$ cat config.mk
export PLATFORM = sky130hd
export DESIGN_NAME = inst_fetch_buf
export DESIGN_NICKNAME = d
export VERILOG_FILES = /design/src/rtl/inst_fetch_buf.sv
export SDC_FILE = /design/constraint.sdc
export NUM_CORES = 1
export LEC_CHECK = 0
export BUFFER_PORTS_ARGS = -buffer_cell sky130_fd_sc_hd__buf_2
export CAP_MARGIN = 5
export CORE_ASPECT_RATIO = 1.2
export CORE_MARGIN = 1.5
export CORE_UTILIZATION = 50
export DETAILED_ROUTE_END_ITERATION = 8
export GPL_TIMING_DRIVEN = 0
export HOLD_SLACK_MARGIN = 0.15
export PLACE_DENSITY = 0.74
export RECOVER_POWER = 50
export SLEW_MARGIN = 10
export SYNTH_ARGS = -nofsm -noshare
export SYNTH_HDL_FRONTEND = slang
export SYNTH_SLANG_ARGS = --single-unit
$ cat constraint.sdc
create_clock -name clk -period 3.35 [get_ports clk]
set_input_delay 0.335 -clock clk [delete_from_list [all_inputs] [get_ports clk]]
set_output_delay 0.335 -clock clk [all_outputs]
set_load 0.02 [all_outputs]
$ cat src/rtl/inst_fetch_buf.sv
// Instruction fetch buffer: in-order imem reads, PC-tagged return queue,
// and a flush that discards buffered and in-flight fetches.
module inst_fetch_buf #(
  parameter int DEPTH = 4,
  parameter int AW    = 32
) (
  input  logic          clk,
  input  logic          rst,
  input  logic [AW-1:0] pc_addr,
  input  logic          pc_valid,
  output logic          pc_ready,
  input  logic          flush,
  output logic          imem_req,
  output logic [AW-1:0] imem_addr,
  input  logic          imem_rvalid,
  input  logic [31:0]   imem_rdata,
  output logic          inst_valid,
  output logic [31:0]   inst_data,
  output logic [AW-1:0] inst_pc,
  input  logic          inst_ready
);

  localparam int IW = $clog2(DEPTH);
  localparam int PW = IW + 1;
  localparam logic [PW:0] CAP = (PW+1)'(DEPTH);

  logic [PW-1:0] alloc_ptr;
  logic [PW-1:0] fill_ptr;
  logic [PW-1:0] head_ptr;
  logic [PW-1:0] drop_cnt;
  logic [PW-1:0] occ;
  logic [PW-1:0] out;
  logic [PW:0]   load;

  logic [AW-1:0]    pc_mem   [DEPTH];
  logic [31:0]      data_mem [DEPTH];
  logic [DEPTH-1:0] filled;

  logic [IW-1:0] a_idx;
  logic [IW-1:0] f_idx;
  logic [IW-1:0] h_idx;

  logic accept;
  logic pop;
  logic live;
  logic drop_hit;
  logic fill_hit;

  assign a_idx = alloc_ptr[IW-1:0];
  assign f_idx = fill_ptr[IW-1:0];
  assign h_idx = head_ptr[IW-1:0];

  assign occ  = alloc_ptr - head_ptr;
  assign out  = alloc_ptr - fill_ptr;
  assign load = {1'b0, occ} + {1'b0, drop_cnt};

  // Pending drops hold slots so stale responses can never overrun the buffer.
  assign pc_ready  = !rst && !flush && (load < CAP);
  assign accept    = pc_valid && pc_ready;
  assign imem_req  = accept;
  assign imem_addr = {pc_addr[AW-1:2], 2'b00};

  assign drop_hit = imem_rvalid && (drop_cnt != '0);
  assign fill_hit = imem_rvalid && (drop_cnt == '0) && (out != '0);
  assign live     = drop_hit || fill_hit;

  assign inst_valid = !rst && filled[h_idx] && (occ != '0);
  assign inst_data  = data_mem[h_idx];
  assign inst_pc    = pc_mem[h_idx];
  assign pop        = inst_valid && inst_ready && !flush;

  always_ff @(posedge clk) begin
    if (rst) begin
      alloc_ptr <= '0;
      fill_ptr  <= '0;
      head_ptr  <= '0;
      drop_cnt  <= '0;
      filled    <= '0;
      for (int i = 0; i < DEPTH; i++) begin
        pc_mem[i]   <= '0;
        data_mem[i] <= '0;
      end
    end else if (flush) begin
      alloc_ptr <= '0;
      fill_ptr  <= '0;
      head_ptr  <= '0;
      filled    <= '0;
      drop_cnt  <= drop_cnt + out - {{IW{1'b0}}, live};
    end else begin
      if (accept) begin
        pc_mem[a_idx] <= pc_addr;
        filled[a_idx] <= 1'b0;
        alloc_ptr     <= alloc_ptr + 1'b1;
      end
      if (drop_hit) begin
        drop_cnt <= drop_cnt - 1'b1;
      end
      if (fill_hit) begin
        data_mem[f_idx] <= imem_rdata;
        filled[f_idx]   <= 1'b1;
        fill_ptr        <= fill_ptr + 1'b1;
      end
      if (pop) begin
        head_ptr <= head_ptr + 1'b1;
      end
    end
  end

endmodule

; ---- Word-level counts from Yosys, hierarchy flattened
; Memory sizes are Yosys's and may differ from the RTL's. A register that Yosys moved wholly into a read port is not among the register bits.
; Cells that the tools add are included.
[word_totals]
ff_bits = 16
mem_bits_rw = 256
in_bits = 70
mem_count = 2
elab_cells = 80
out_inout_bits = 99
[mem_list]
columns = name, depth, width, rd, rd_clocked_by_memory_dff, wr, line
row1 = data_mem, 4, 32, 1, 1, 4, 36  ; logic [31:0] data_mem [DEPTH];
row2 = pc_mem, 4, 32, 1, 1, 4, 35  ; logic [AW-1:0] pc_mem [DEPTH];
[op_classes]
n_lt_le_gt_ge = 6
bitwise_logic = 3
n_reduce_logical = 23
mux = 32
addsub = 9
[ops]
columns = cell, n
row1 = 32-bit 2-to-1 mux, 2
row2 = 32-bit OR reduction, 2
row3 = 4-bit 2-to-1 mux, 4
row4 = 1-bit 2-to-1 mux, 15
row5 = 1-bit logical AND, 12
row6 = 2-bit 2-to-1 mux, 6
row7 = 3-bit by 1-bit adder with 3-bit output (second input constant), 3
row8 = 2-bit by 3-bit less-than comparator with 1-bit output (second input constant), 3
row9 = 3-bit nonzero test, 3
row10 = 3-bit 2-to-1 mux, 2
row11 = 3-bit subtractor, 2
row12 = 3-bit by 3-bit adder with 4-bit output, 1
row13 = 4-bit AND, 1
row14 = 1-bit demux with 2-bit select, 2
row15 = 2-bit by 1-bit greater-or-equal comparator with 1-bit output (second input constant), 2
row16 = 4-bit by 3-bit less-than comparator with 1-bit output (second input constant), 1
row17 = 4-bit inverter, 1
row18 = 4-bit bitwise OR, 1
row19 = 3-bit adder, 1
row20 = 3-bit zero test, 1
row21 = 3-bit by 1-bit subtractor with 3-bit output, 1
row22 = 3-bit by 1-bit subtractor with 3-bit output (second input constant), 1
row23 = 1-bit binary-select mux with 2-bit select, 1
row24 = 1-bit zero test, 2
row25 = other kinds (3), 3

; ---- Longest topological paths before layout
; Gate-level depths: netlist of the first run.
[depth]
ltp_word = 11
ltp_mapped = 16
mapped_depth_nobuf = 15

; ---- Worst setup path after synthesis of the first run
; No wires, ideal clock.
[synth_path]
path_kind = flip-flop to flip-flop
from = register alloc_ptr[0]
to = memory pc_mem[3][0] (enable)
path_buffers = 2
path_stages_with_launch = 13
t_arrival_ns = 3.248
path_slack_ns = -0.288
synth_period_minus_slack_ns = 3.638
required_ns = 2.961
path_cell_list = dfxtp_1 -> inv_1 -> ha_1 -> inv_1 -> fa_1 -> xnor3_1 -> ha_1 -> nor3_1 -> and4_1 -> clkbuf_1 -> clkbuf_1 -> nand3_1 -> nand2_1
[synth_rtl]
columns = item, line
row1 = "start, declared", 27  ; logic [PW-1:0] alloc_ptr;
row2 = "start signal, assigned", 93  ; alloc_ptr <= alloc_ptr + 1'b1;
row3 = "end, declared", 35

; ---- Worst setup path after layout of the first run
[layout_path]
from = register alloc_ptr[0]
to = output imem_req
[layout_via]
elab_chain_len = 5
[layout_rtl]
columns = item, line
row1 = 3-bit subtractor, 53  ; assign occ = alloc_ptr - head_ptr;
row2 = 3-bit by 3-bit adder with 4-bit output, 55  ; assign load = {1'b0, occ} + {1'b0, drop_cnt};
row3 = 4-bit by 3-bit less-than comparator with 1-bit output, 58  ; assign pc_ready = !rst && !flush && (load < CAP);
row4 = 1-bit logical AND, 58
row5 = 1-bit logical AND, 59  ; assign accept = pc_valid && pc_ready;
row6 = "end, declared", 13  ; output logic imem_req,
; Every way passes these cells.

==> results.tsv, run 1 <==
metric	value	unit
syn2layout_area_growth	21.78	%
place_ws	-0.7530	ns
grt_overflow	0	
grt_pass1_vias	7673	
grt_max_degree	33	
avgSynthCellArea	15.77	um^2
die_w	147.7	um
synth_edf_count	256	
post_drt_wl_per_cell	19.13	um
crit_fanout	10	
yosysWarnings	0	
dieHeight	176.7	um
powerDensity	507.6	mW/mm^2
hold_depth	2	
min_path_type	in2reg	
worst_pin_slew	0.8035	ns
startpoint_type	flop	
status	completed	
viasPerCell	5.265	
routed_wl	26.87	mm
max_slew_margin	46.43	%
crit_path_end_kind	primary output	
grt_usage	20.77	%
syn_area	0.01257	mm^2
ys_types	45	
synth_flop_cell	edfxtp_1	
design.die.area	0.02610	mm^2
cp_data_required_time	3.01	ns
ios	169	
num_rows	63	
slew_viol_final	0	
final-setup-viol-count	0	
coreArea	0.02467	mm^2
numCtsBuffers	27	
path_class	reg2out	
cts.sinks	274	
drt_drc_violations_left	0	
fmax	311.6	MHz
ys_seq_area_share	64.03	%
final.min_clock_period	3.209	ns
finalCritPeriodShare	95.81	%
vias	7392	
clockBufferDepth	3	
start_util	50.94	%
power.leakage	5.920	nW
antenna_cells	0	
fin_skew	0.01444	ns
clkSlewWorstSetupHoldPaths	0.06	ns
r2r_cells	16	
cts_tree	yes	
maxCapViolCount	0	
dpl.cell_count	1288	
routabilityCongestion	0.7562	
grt_pass1_wl	41.17	mm
drt-initial-drc-count	416	
ys_async_sr_fraction	0	%
stdcell_count	1404	
dpl.hpwl	16.68	mm
synth_cells	797	
nets	1150	
antenna_found_initial	0	
clock_latency	0.54	ns
ant_nets	0	
hold_viol	0	
irDropWorstVdd	0.0004360	V
rsz0062_at_grt	false	
worst_slack	0.1405	ns
h-tree-depth	1	
port-buffer-count	165	
critPathArrivalTime	2.87	ns
drive_above_1_share	28.08	%
setup_tns	0	ns
first_pass_iters	5	
synth-seq-cells	274	
clockRootBuffer	clkbuf_16	
==> per-layer routing <==
metal / up-vias / share of wire, % / GRT usage [%]
li1: 3428 / - / -
met1: 3710 / 39 / 24.71
met2: 222 / 54 / 38.90
met3: 32 / 6.0 / 3.840
met4: 0 / 1.4 / 4.625
met5: - / 0 / 0
==> power breakdown <==
group	switching [W]	internal, W	total (W)
clock	0.00125	0.00178	0.00302
sequential	0.0000477	0.00390	0.00395
combinational	0.000465	0.000333	0.000797
==> what timing repair did <==
action / in CTS / in global routing
endpoints found under the hold margin: 225 / 0
gates resized for setup: 25 / 2
setup buffers: 5 / 1
cloned: 0 / 0
setup endpoints to repair: 271 / 130
hold buffers: 62 / 0
pin swaps: 8 / 4
==> area by class of cell <==
class	instances	area, um^2
Tap cell	325	406.6
Timing Repair Buffer	233	1446
Clock inverter	18	183.9
Multi-Input combinational cell	426	4015
Inverter	19	73.82
Sequential cell	274	8058
Fill cell	1833	9366
Buffer	78	431.7
Clock buffer	31	690.7
==> cell usage in the layout (no fill, tap or decap), drive strengths merged, types with 2 or more instances in the layout <==
| cell type | count |
|---|---|
| a32o | 4 |
| xnor2 | 4 |
| or3 | 2 |
| and3 | 36 |
| edfxtp | 256 |
| clkinv | 13 |
| mux4 | 65 |
| dfxtp | 18 |
| dlygate4sd3 | 62 |
| xor2 | 2 |
| mux2i | 3 |
| and4 | 4 |
| buf | 174 |
| bufinv | 4 |
| inv | 20 |
| and2 | 225 |
| nand2 | 10 |
| nand2b | 3 |
| nor2 | 9 |
| clkbuf | 106 |
| or2 | 6 |
| ha | 18 |
| a21oi | 4 |
| fa | 3 |
| a2111oi | 3 |
| o21ai | 2 |
| conb | 2 |
| nand3 | 5 |
==> cell usage after synthesis (3+ instances only) <==
master / number / area share [%]
nand2b_1: 3 / 0.15
buf_2: 7 / 0.28
and2_1: 225 / 11
ha_1: 18 / 1.8
edfxtp_1: 256 / 61
nand3_1: 5 / 0.20
a2111oi_0: 3 / 0.21
nand2_1: 10 / 0.30
buf_6: 9 / 0.81
xnor2_1: 4 / 0.28
buf_4: 33 / 2.0
and4_4: 3 / 0.27
a21oi_1: 4 / 0.16
nor2_1: 8 / 0.24
fa_1: 3 / 0.48
mux2i_1: 3 / 0.24
clkbuf_1: 30 / 0.90
a32o_1: 4 / 0.32
mux4_2: 65 / 12
and3_1: 36 / 1.8
dfxtp_1: 18 / 2.9
inv_1: 19 / 0.57
or2_2: 6 / 0.30
==> state kept, by name, summed over array words and instances (netlist names), named ones only <==
register,cells
data_mem,128
filled,4
alloc_ptr,3
head_ptr,3
drop_cnt,3
pc_mem,128
fill_ptr,3
==> critical path, stage by stage (launching register included) <==
cell and delay, ns:
dfxtp_4 0.35, inv_4 0.07, ha_1 0.13, inv_1 0.04
fa_1 0.36, xnor3_1 0.23, ha_1 0.30, nor3_2 0.17
and4_4 0.27, clkbuf_4 0.22, buf_2 0.19
==> worst paths after layout <==
path,startpoint,slack [ns],endpoint
min reg2reg,head_ptr[2]$_SDFFE_PP0P_,0.50,head_ptr[2]$_SDFFE_PP0P_
max reg2reg,alloc_ptr[0]$_SDFFE_PP0N_,0.15,drop_cnt[2]$_SDFFE_PP0P_
max,alloc_ptr[0]$_SDFFE_PP0N_,0.14,imem_req
min,pc_addr[23],0.17,pc_mem[3][23]$_DFFE_PP_
==> stage by stage <==
stage | utilization [%] | hold slack, ns | cell area (um^2) | total power [W]
final | 62.04 | 0.1742 | 15310 | 0.007769
after floorplan | - | 0.4586 | 12580 | 0.004456
after global routing | 62.04 | 0.1720 | 15310 | 0.008010
after CTS | 62.47 | 0.1549 | 15410 | 0.007814
after detailed placement | 56.00 | 0.4927 | 13820 | 0.004725
after global placement | 55.99 | 0.4752 | 13810 | 0.004708
==> kinds of logic after synthesis <==
kind of cell | after synthesis | share of synthesized area (%)
AND/OR/NAND/NOR | 305 | 14.93
XOR/XNOR | 8 | 0.7964
AO/OA/AOI/OAI | 22 | 1.533
other | 1 | 0.02984
adder cells (fa/ha/maj) | 21 | 2.270
multiplexers | 68 | 11.89
flip-flops | 274 | 64.03
buffers and inverters | 98 | 4.520
Note: power is estimated with default switching activity, not from simulation.
==> inputs of run 2 (changes only) <==
- MAX_ROUTING_LAYER: default -> met4
==> run 2 against run 1 <==
  * Flip-flop and latch count stayed put
  * Fmax hardly changed
  * Clock skew about the same
  * Clock power about the same
  * Routed wire length about the same
  * Cell count did not move
  * Critical path type unchanged
  * Non-clock buffer count unchanged
  * Count of clock-buffer cells in the layout did not move
  * Critical path depth stayed put
  * Highest routed layer unchanged
  * Utilization stayed put
  * Sequential share of layout area stayed put
  * Die area unchanged
==> results.tsv, run 2 (same netlist as run 1, synthesis figures left out) <==
metric	value	unit	change
status	completed		unchanged
routed_wl	26.86	mm	was 26.87 mm
viasPerCell	5.292		was 5.265
clock_latency	0.54	ns	about the same
clkSlewWorstSetupHoldPaths	0.06	ns	about the same
grt_overflow	0		unchanged
dieHeight	176.7	um	unchanged
start_util	50.94	%	unchanged
drt_drc_violations_left	0		unchanged
switching_share	22.61	%	was 22.65%
grt_max_degree	33		unchanged
p_int	0.006009	W	about the same
grt_use_met3	3.686	%	was 3.840%
irDropWorstVdd	0.0004360	V	about the same
coreArea	0.02467	mm^2	unchanged
grt_use_met1	24.87	%	was 24.71%
post_drt_wl_per_cell	19.13	um	about the same
critPathArrivalTime	2.87	ns	about the same
fin_skew	0.01465	ns	was 0.01444 ns
max_slew_margin	45.00	%	was 46.43%
path_class	reg2out		unchanged
largest_registers	data_mem (128), pc_mem (128), filled (4)		unchanged
h-tree-depth	1		unchanged
dpl.cell_count	1288		unchanged
clockRootBuffer	clkbuf_16		unchanged
routabilityCongestion	0.7660		was 0.7562
num_rows	63		unchanged
hold_viol	0		unchanged
crit_path_end_kind	primary output		unchanged
grt_use_met2	38.80	%	was 38.90%
port-buffer-count	165		unchanged
antenna_found_initial	0		unchanged
busiest_layer	met2		unchanged
drive_above_1_share	28.08	%	unchanged
fmax	311.6	MHz	about the same
startpoint_type	flop		unchanged
crit_fanout	10		unchanged
critPathTopFamily	adder cells		unchanged
drt-initial-drc-count	382		was 416
slew_viol_final	0		unchanged
ant_nets	0		unchanged
p_switching	0.001756	W	was 0.001759 W
grt_pass1_wl	41.14	mm	was 41.17 mm
clockBufferDepth	3		unchanged
vias	7430		was 7392
crit_chain	inv_4 -> ha_1 -> inv_1 -> fa_1 -> xnor3_1 -> ha_1 -> nor3_2 -> and4_4 -> clkbuf_4 -> buf_2		unchanged
design.die.area	0.02610	mm^2	unchanged
stdcell_count	1404		unchanged
powerDensity	507.4	mW/mm^2	was 507.6 mW/mm^2
rsz0062_at_grt	false		unchanged
first_pass_iters	5		unchanged
nets	1150		unchanged
cts.sinks	274		unchanged
clkPwrFrac	38.9	%	about the same
finalCritPeriodShare	95.80	%	was 95.81%
path_common_cell	ha_1		unchanged
worst_pin_slew	0.8251	ns	was 0.8035 ns
final.min_clock_period	3.209	ns	about the same
antenna_cells	0		unchanged
min_path_type	in2reg		unchanged
power.leakage	5.920	nW	unchanged
syn2layout_area_growth	21.78	%	unchanged
pwr-share-comb	10.3	%	about the same
mostFrequentLayoutCell	edfxtp_1		unchanged
cts_tree	yes		unchanged
ios	169		unchanged
grt_pass1_vias	7683		was 7673
maxCapViolCount	0		unchanged
cpPeakStageDelay	0.36	ns	about the same
cp_data_required_time	3.01	ns	about the same
crit_slowest_cell	fa_1		unchanged
cp_num_buf_inv	4		unchanged
setup_tns	0	ns	unchanged
dpl.hpwl	16.68	mm	unchanged
final-setup-viol-count	0		unchanged
mostFrequentLayoutCells	edfxtp_1 (256), and2_1 (154), buf_2 (135)		unchanged
pwr-share-seq	50.8	%	about the same
grt_usage	21.40	%	was 20.77%
die_w	147.7	um	unchanged
numCtsBuffers	27		unchanged
[run 2: power by group through the flow]
stage | sequential (W) | combinational (W) | clock (W)
final | 0.00395 | 0.000799 | 0.00302
after global routing | 0.00396 | 0.000866 | 0.00318
after CTS | 0.00395 | 0.000805 | 0.00306
after detailed placement | 0.00402 | 0.000701 | 0
after global placement | 0.00402 | 0.000692 | 0
after floorplan | 0.00400 | 0.000455 | 0
[run 2: routing by layer]
metal / vias up / routed length, um
met5: - / 0
met4: 0 / 375
met3: 32 / 1531
met2: 212 / 14430
met1: 3756 / 10520
li1: 3430 / -
[run 2: path summary, 6_finish.rpt]
kind / start / depth (start not counted) / slack, ns / end
setup / recovery: alloc_ptr[0]$_SDFFE_PP0N_ / 10 / 0.14 / imem_req
hold / removal: pc_addr[23] / 2 / 0.18 / pc_mem[2][23]$_SDFFCE_PN0P_
setup reg to reg: alloc_ptr[0]$_SDFFE_PP0N_ / 16 / 0.16 / drop_cnt[2]$_SDFFE_PP0P_
hold reg to reg: head_ptr[2]$_SDFFE_PP0P_ / 2 / 0.50 / head_ptr[2]$_SDFFE_PP0P_
[run 2: area by class of cell]
| cell class | count | area (um^2) |
|---|---|---|
| Sequential cell | 274 | 8058 |
| Fill cell | 1833 | 9366 |
| Clock inverter | 18 | 183.9 |
| Buffer | 78 | 431.7 |
| Tap cell | 325 | 406.6 |
| Clock buffer | 31 | 690.7 |
| Inverter | 19 | 73.82 |
| Timing Repair Buffer | 233 | 1446 |
| Multi-Input combinational cell | 426 | 4015 |
[run 2: timing repair]
action | CTS | global route
pin swaps | 8 | 4
buffers inserted | 5 | 1
gates resized for setup | 25 | 2
endpoints found under the hold margin | 225 | 0
setup endpoints to repair | 271 | 130
hold buffers | 62 | 0
[run 2: worst register-to-register path: cells and delay by family, from the launching register on]
| kind | cells | cell delay (ns) |
|---|---|---|
| compound gates | 2 | 0.58 |
| xor+xnor | 1 | 0.17 |
| fa+ha+maj | 5 | 1.31 |
| buf+inv | 5 | 0.39 |
| flops | 1 | 0.35 |
| mux | 1 | 0.12 |
| simple gates | 2 | 0.20 |
[run 2: stage by stage]
stage | utilization, % | power (W) | worst slack, ns | instance area (um^2) | hold slack, ns
final | 62.04 | 0.007766 | 0.1406 | 15310 | 0.1750
after global routing | 62.04 | 0.008008 | 0.0009321 | 15310 | 0.1720
after CTS | 62.47 | 0.007814 | -0.05081 | 15410 | 0.1549
after detailed placement | 56.00 | 0.004725 | -0.7530 | 13820 | 0.4927
after global placement | 55.99 | 0.004708 | -0.6871 | 13810 | 0.4752
after floorplan | - | 0.004456 | 0.03143 | 12580 | 0.4586
==> inputs of run 3 (changes only) <==
- ABC_AREA: default -> 1
==> run 3 against run 2 <==
  * Utilization rose by 0.14 points
  * First-iteration DRC count up 99%
  * Via count is 28% higher
  * Routed wire length is 16% higher
  * Sequential power about the same
  * Critical path depth increased by 5
  * Combinational power down 15%
  * Design area down 2.3%
  * Sequential share of layout area rose by 1.2 points
  * Die area fell by 2.0%
  * Register-to-register slack gained 0.02 ns
  * Critical path type unchanged
  * Largest power group unchanged
  * Highest routed layer unchanged
==> results.tsv, run 3 <==
metric	value	unit	change
synth_top_area_share	62.41	%	was 61.16%
synth_area_leader_cell	edfxtp_1		unchanged
mostFrequentLayoutCells	nor2_1 (392), edfxtp_1 (256), buf_2 (137)		was edfxtp_1 (256), and2_1 (154), buf_2 (135)
vias	9479		was 7430
routabilityCongestion	0.8493		was 0.7660
ff2ff_setup_slack	0.18	ns	was 0.16 ns
drive_above_1_share	17.96	%	was 28.08%
final.min_clock_period	3.213	ns	was 3.209 ns
cts_tree	yes		unchanged
start_util	51.22	%	was 50.94%
synth_cells	1187		was 797
fmax	311.3	MHz	was 311.6 MHz
hold_viol	0		unchanged
powerDensity	511.7	mW/mm^2	was 507.4 mW/mm^2
numCtsBuffers	26		was 27
post_drt_wl_per_cell	17.69	um	was 19.13 um
h-tree-depth	1		unchanged
design.die.area	0.02559	mm^2	was 0.02610 mm^2
grt_pass1_wl	47.91	mm	was 41.14 mm
ant_nets	0		unchanged
ys_top_cells_by_count	nor2_1 (393), edfxtp_1 (256), o21ai_0 (138)		was edfxtp_1 (256), and2_1 (225), mux4_2 (65)
cpPeakStageDelay	0.38	ns	was 0.36 ns
mostFrequentLayoutCell	nor2_1		was edfxtp_1
yosysMostFrequentCell	nor2_1		was edfxtp_1
synth_area_leaders	edfxtp_1 (62%), nor2_1 (12%), o21ai_0 (5.6%)		was edfxtp_1 (61%), mux4_2 (12%), and2_1 (11%)
crit_path_end_kind	primary output		unchanged
grt_usage	24.73	%	was 21.40%
antenna_found_initial	0		unchanged
ys_seq_area_share	65.33	%	was 64.03%
routed_wl	31.18	mm	was 26.86 mm
crit_chain	inv_8 -> ha_1 -> inv_1 -> fa_1 -> inv_1 -> nand2_1 -> nand2_1 -> nand2_1 -> nand2_2 -> ha_4 -> nor3_2 -> nand2_1 -> a21oi_4 -> buf_4 -> buf_2		was inv_4 -> ha_1 -> inv_1 -> fa_1 -> xnor3_1 -> ha_1 -> nor3_2 -> and4_4 -> clkbuf_4 -> buf_2
min_path_type	in2reg		unchanged
irDropWorstVdd	0.0004796	V	was 0.0004360 V
ios	169		unchanged
first_pass_iters	5		unchanged
yosysWarnings	0		unchanged
worst_pin_slew	0.8693	ns	was 0.8251 ns
clockRootBuffer	clkbuf_16		unchanged
fillers	1962		was 1833
grt_pass1_vias	9245		was 7683
port-buffer-count	166		was 165
clock_latency	0.53	ns	was 0.54 ns
grt_max_degree	33		unchanged
fin_skew	0.01322	ns	was 0.01465 ns
maxCapViolCount	0		unchanged
power.leakage	6.294	nW	was 5.920 nW
drt-initial-drc-count	762		was 382
num_rows	62		was 63
clockBufferDepth	3		unchanged
final_util	62.17	%	was 62.04%
dieHeight	174.9	um	was 176.7 um
max_slew_margin	41.84	%	was 45.00%
finalCritPeriodShare	95.90	%	was 95.80%
synth-seq-cells	274		unchanged
dpl.hpwl	19.99	mm	was 16.68 mm
ys_async_sr_fraction	0	%	unchanged
p_total	0.007651	W	was 0.007766 W
ys_types	29		was 45
rsz0062_at_grt	false		unchanged
die_w	146.3	um	was 147.7 um
coreArea	0.02405	mm^2	was 0.02467 mm^2
cp_num_buf_inv	5		was 4
cp_data_required_time	3.01	ns	about the same
slew_viol_final	0		unchanged
critPathArrivalTime	2.88	ns	was 2.87 ns
crit_fanout	7		was 10
antenna_cells	0		unchanged
cts.sinks	274		unchanged
startpoint_type	flop		unchanged
largest_registers	data_mem (128), pc_mem (128), filled (4)		unchanged
status	completed		unchanged
drt_drc_violations_left	0		unchanged
syn2layout_area_growth	21.38	%	was 21.78%
grt_overflow	0		unchanged
path_common_cell	nand2_1		was ha_1
avgSynthCellArea	10.38	um^2	was 15.77 um^2
final-setup-viol-count	0		unchanged
crit_slowest_cell	dfxtp_4		was fa_1
nets	1513		was 1150
synth_edf_count	256		unchanged
synth_flop_cell	edfxtp_1		unchanged
clkSlewWorstSetupHoldPaths	0.07	ns	was 0.06 ns
viasPerCell	5.380		was 5.292
critPathTopFamily	adder cells		unchanged
syn_area	0.01232	mm^2	was 0.01257 mm^2
path_class	reg2out		unchanged
==> run 3: changes by cell type in the layout (fill, tap and decap cells not counted), moves of 17 or more <==
| cell | previous run | this run |
|---|---|---|
| nor2_1 | 8 | 392 |
| mux4_2 | 65 | 0 |
| o22ai_1 | 0 | 64 |
| and2_0 | 71 | 0 |
| dlygate4sd3_1 | 62 | 18 |
| inv_1 | 17 | 95 |
| and3_1 | 36 | 0 |
| and2_1 | 154 | 0 |
| nand2_1 | 9 | 37 |
| o21ai_0 | 2 | 136 |
| clkbuf_1 | 78 | 95 |
==> run 3: final cells by class <==
type | instances | area [um^2] | area share, %
Buffer | 98 | 515.5 | 3.448
Clock buffer | 33 | 698.2 | 4.669
Clock inverter | 15 | 166.4 | 1.113
Inverter | 99 | 384.1 | 2.569
Multi-Input combinational cell | 722 | 3540 | 23.67
Sequential cell | 274 | 8054 | 53.87
Tap cell | 320 | 400.4 | 2.678
Timing Repair Buffer | 201 | 1194 | 7.983
==> run 3: cell families after synthesis <==
logic type,share of synthesized area (%)
other,0.03044
DFF,65.33
buffers and inverters,7.191
xor gates and xnor gates,0.4977
adders and majority gates,2.316
AOI/OAI and AO/OA,9.721
and+or+nand+nor,14.91
==> run 3: worst reg2reg max path, cell delays in order, from the launching register on <==
cell and delay [ns]:
dfxtp_4 0.38, inv_8 0.09, ha_1 0.15, inv_1 0.05, fa_1 0.37, inv_1 0.07
nand2_1 0.07, nand2_1 0.09, nand2_1 0.07, nand2_2 0.08, ha_4 0.20, nor3_2 0.14
nand2_1 0.10, a21oi_4 0.17, nand2_4 0.11, nor2_4 0.15, nand2_2 0.13, buf_6 0.20
nand2_4 0.11, buf_12 0.15
==> run 3: power breakdown <==
part | internal [W] | leakage (nW) | switching, W
sequential | 0.00390 | 2.79 | 0.0000537
clock | 0.00177 | 0.416 | 0.00124
combinational | 0.000242 | 3.09 | 0.000440
==> run 3: worst paths after layout <==
check,from,end,depth (start not counted)
max,alloc_ptr[0]$_SDFFE_PP0N_,pc_ready,15
min,imem_rdata[4],data_mem[0][4]$_SDFFCE_PN0P_,3
max reg2reg,alloc_ptr[0]$_SDFFE_PP0N_,pc_mem[1][19]$_SDFFCE_PN0P_,19
min reg2reg,filled[3]$_SDFF_PP0_,filled[3]$_SDFF_PP0_,2
==> run 3: what timing repair did <==
item,in CTS,in global routing
endpoints found under the hold margin,40,0
setup buffers,13,2
hold buffers,18,0
pin swaps,4,4
endpoints found under the setup margin,195,199
cloned,5,0
resized for setup,11,21
==> run 3: routing by layer <==
metal	part of all wire, %	GRT usage [%]
met5	0	-
met4	2.8	9.007
met1	38	29.22
met3	7.9	4.360
met2	51	42.48
==> run 3: metrics by stage <==
stage / setup slack (ns) / setup TNS [ns] / std cells / hold slack [ns] / cell area, um^2
final: 0.1373 / 0 / 1762 / 0.1609 / 14950
after CTS: 0.01318 / 0 / 1760 / 0.1521 / 14960
after floorplan: -0.07101 / -7.046 / 1188 / 0.4436 / 12340
after global routing: 0.001168 / 0 / 1762 / 0.1602 / 14950
after global placement: -1.263 / -147.01 / 1674 / 0.4557 / 13580
after detailed placement: -0.7035 / -78.73 / 1676 / 0.4566 / 13650
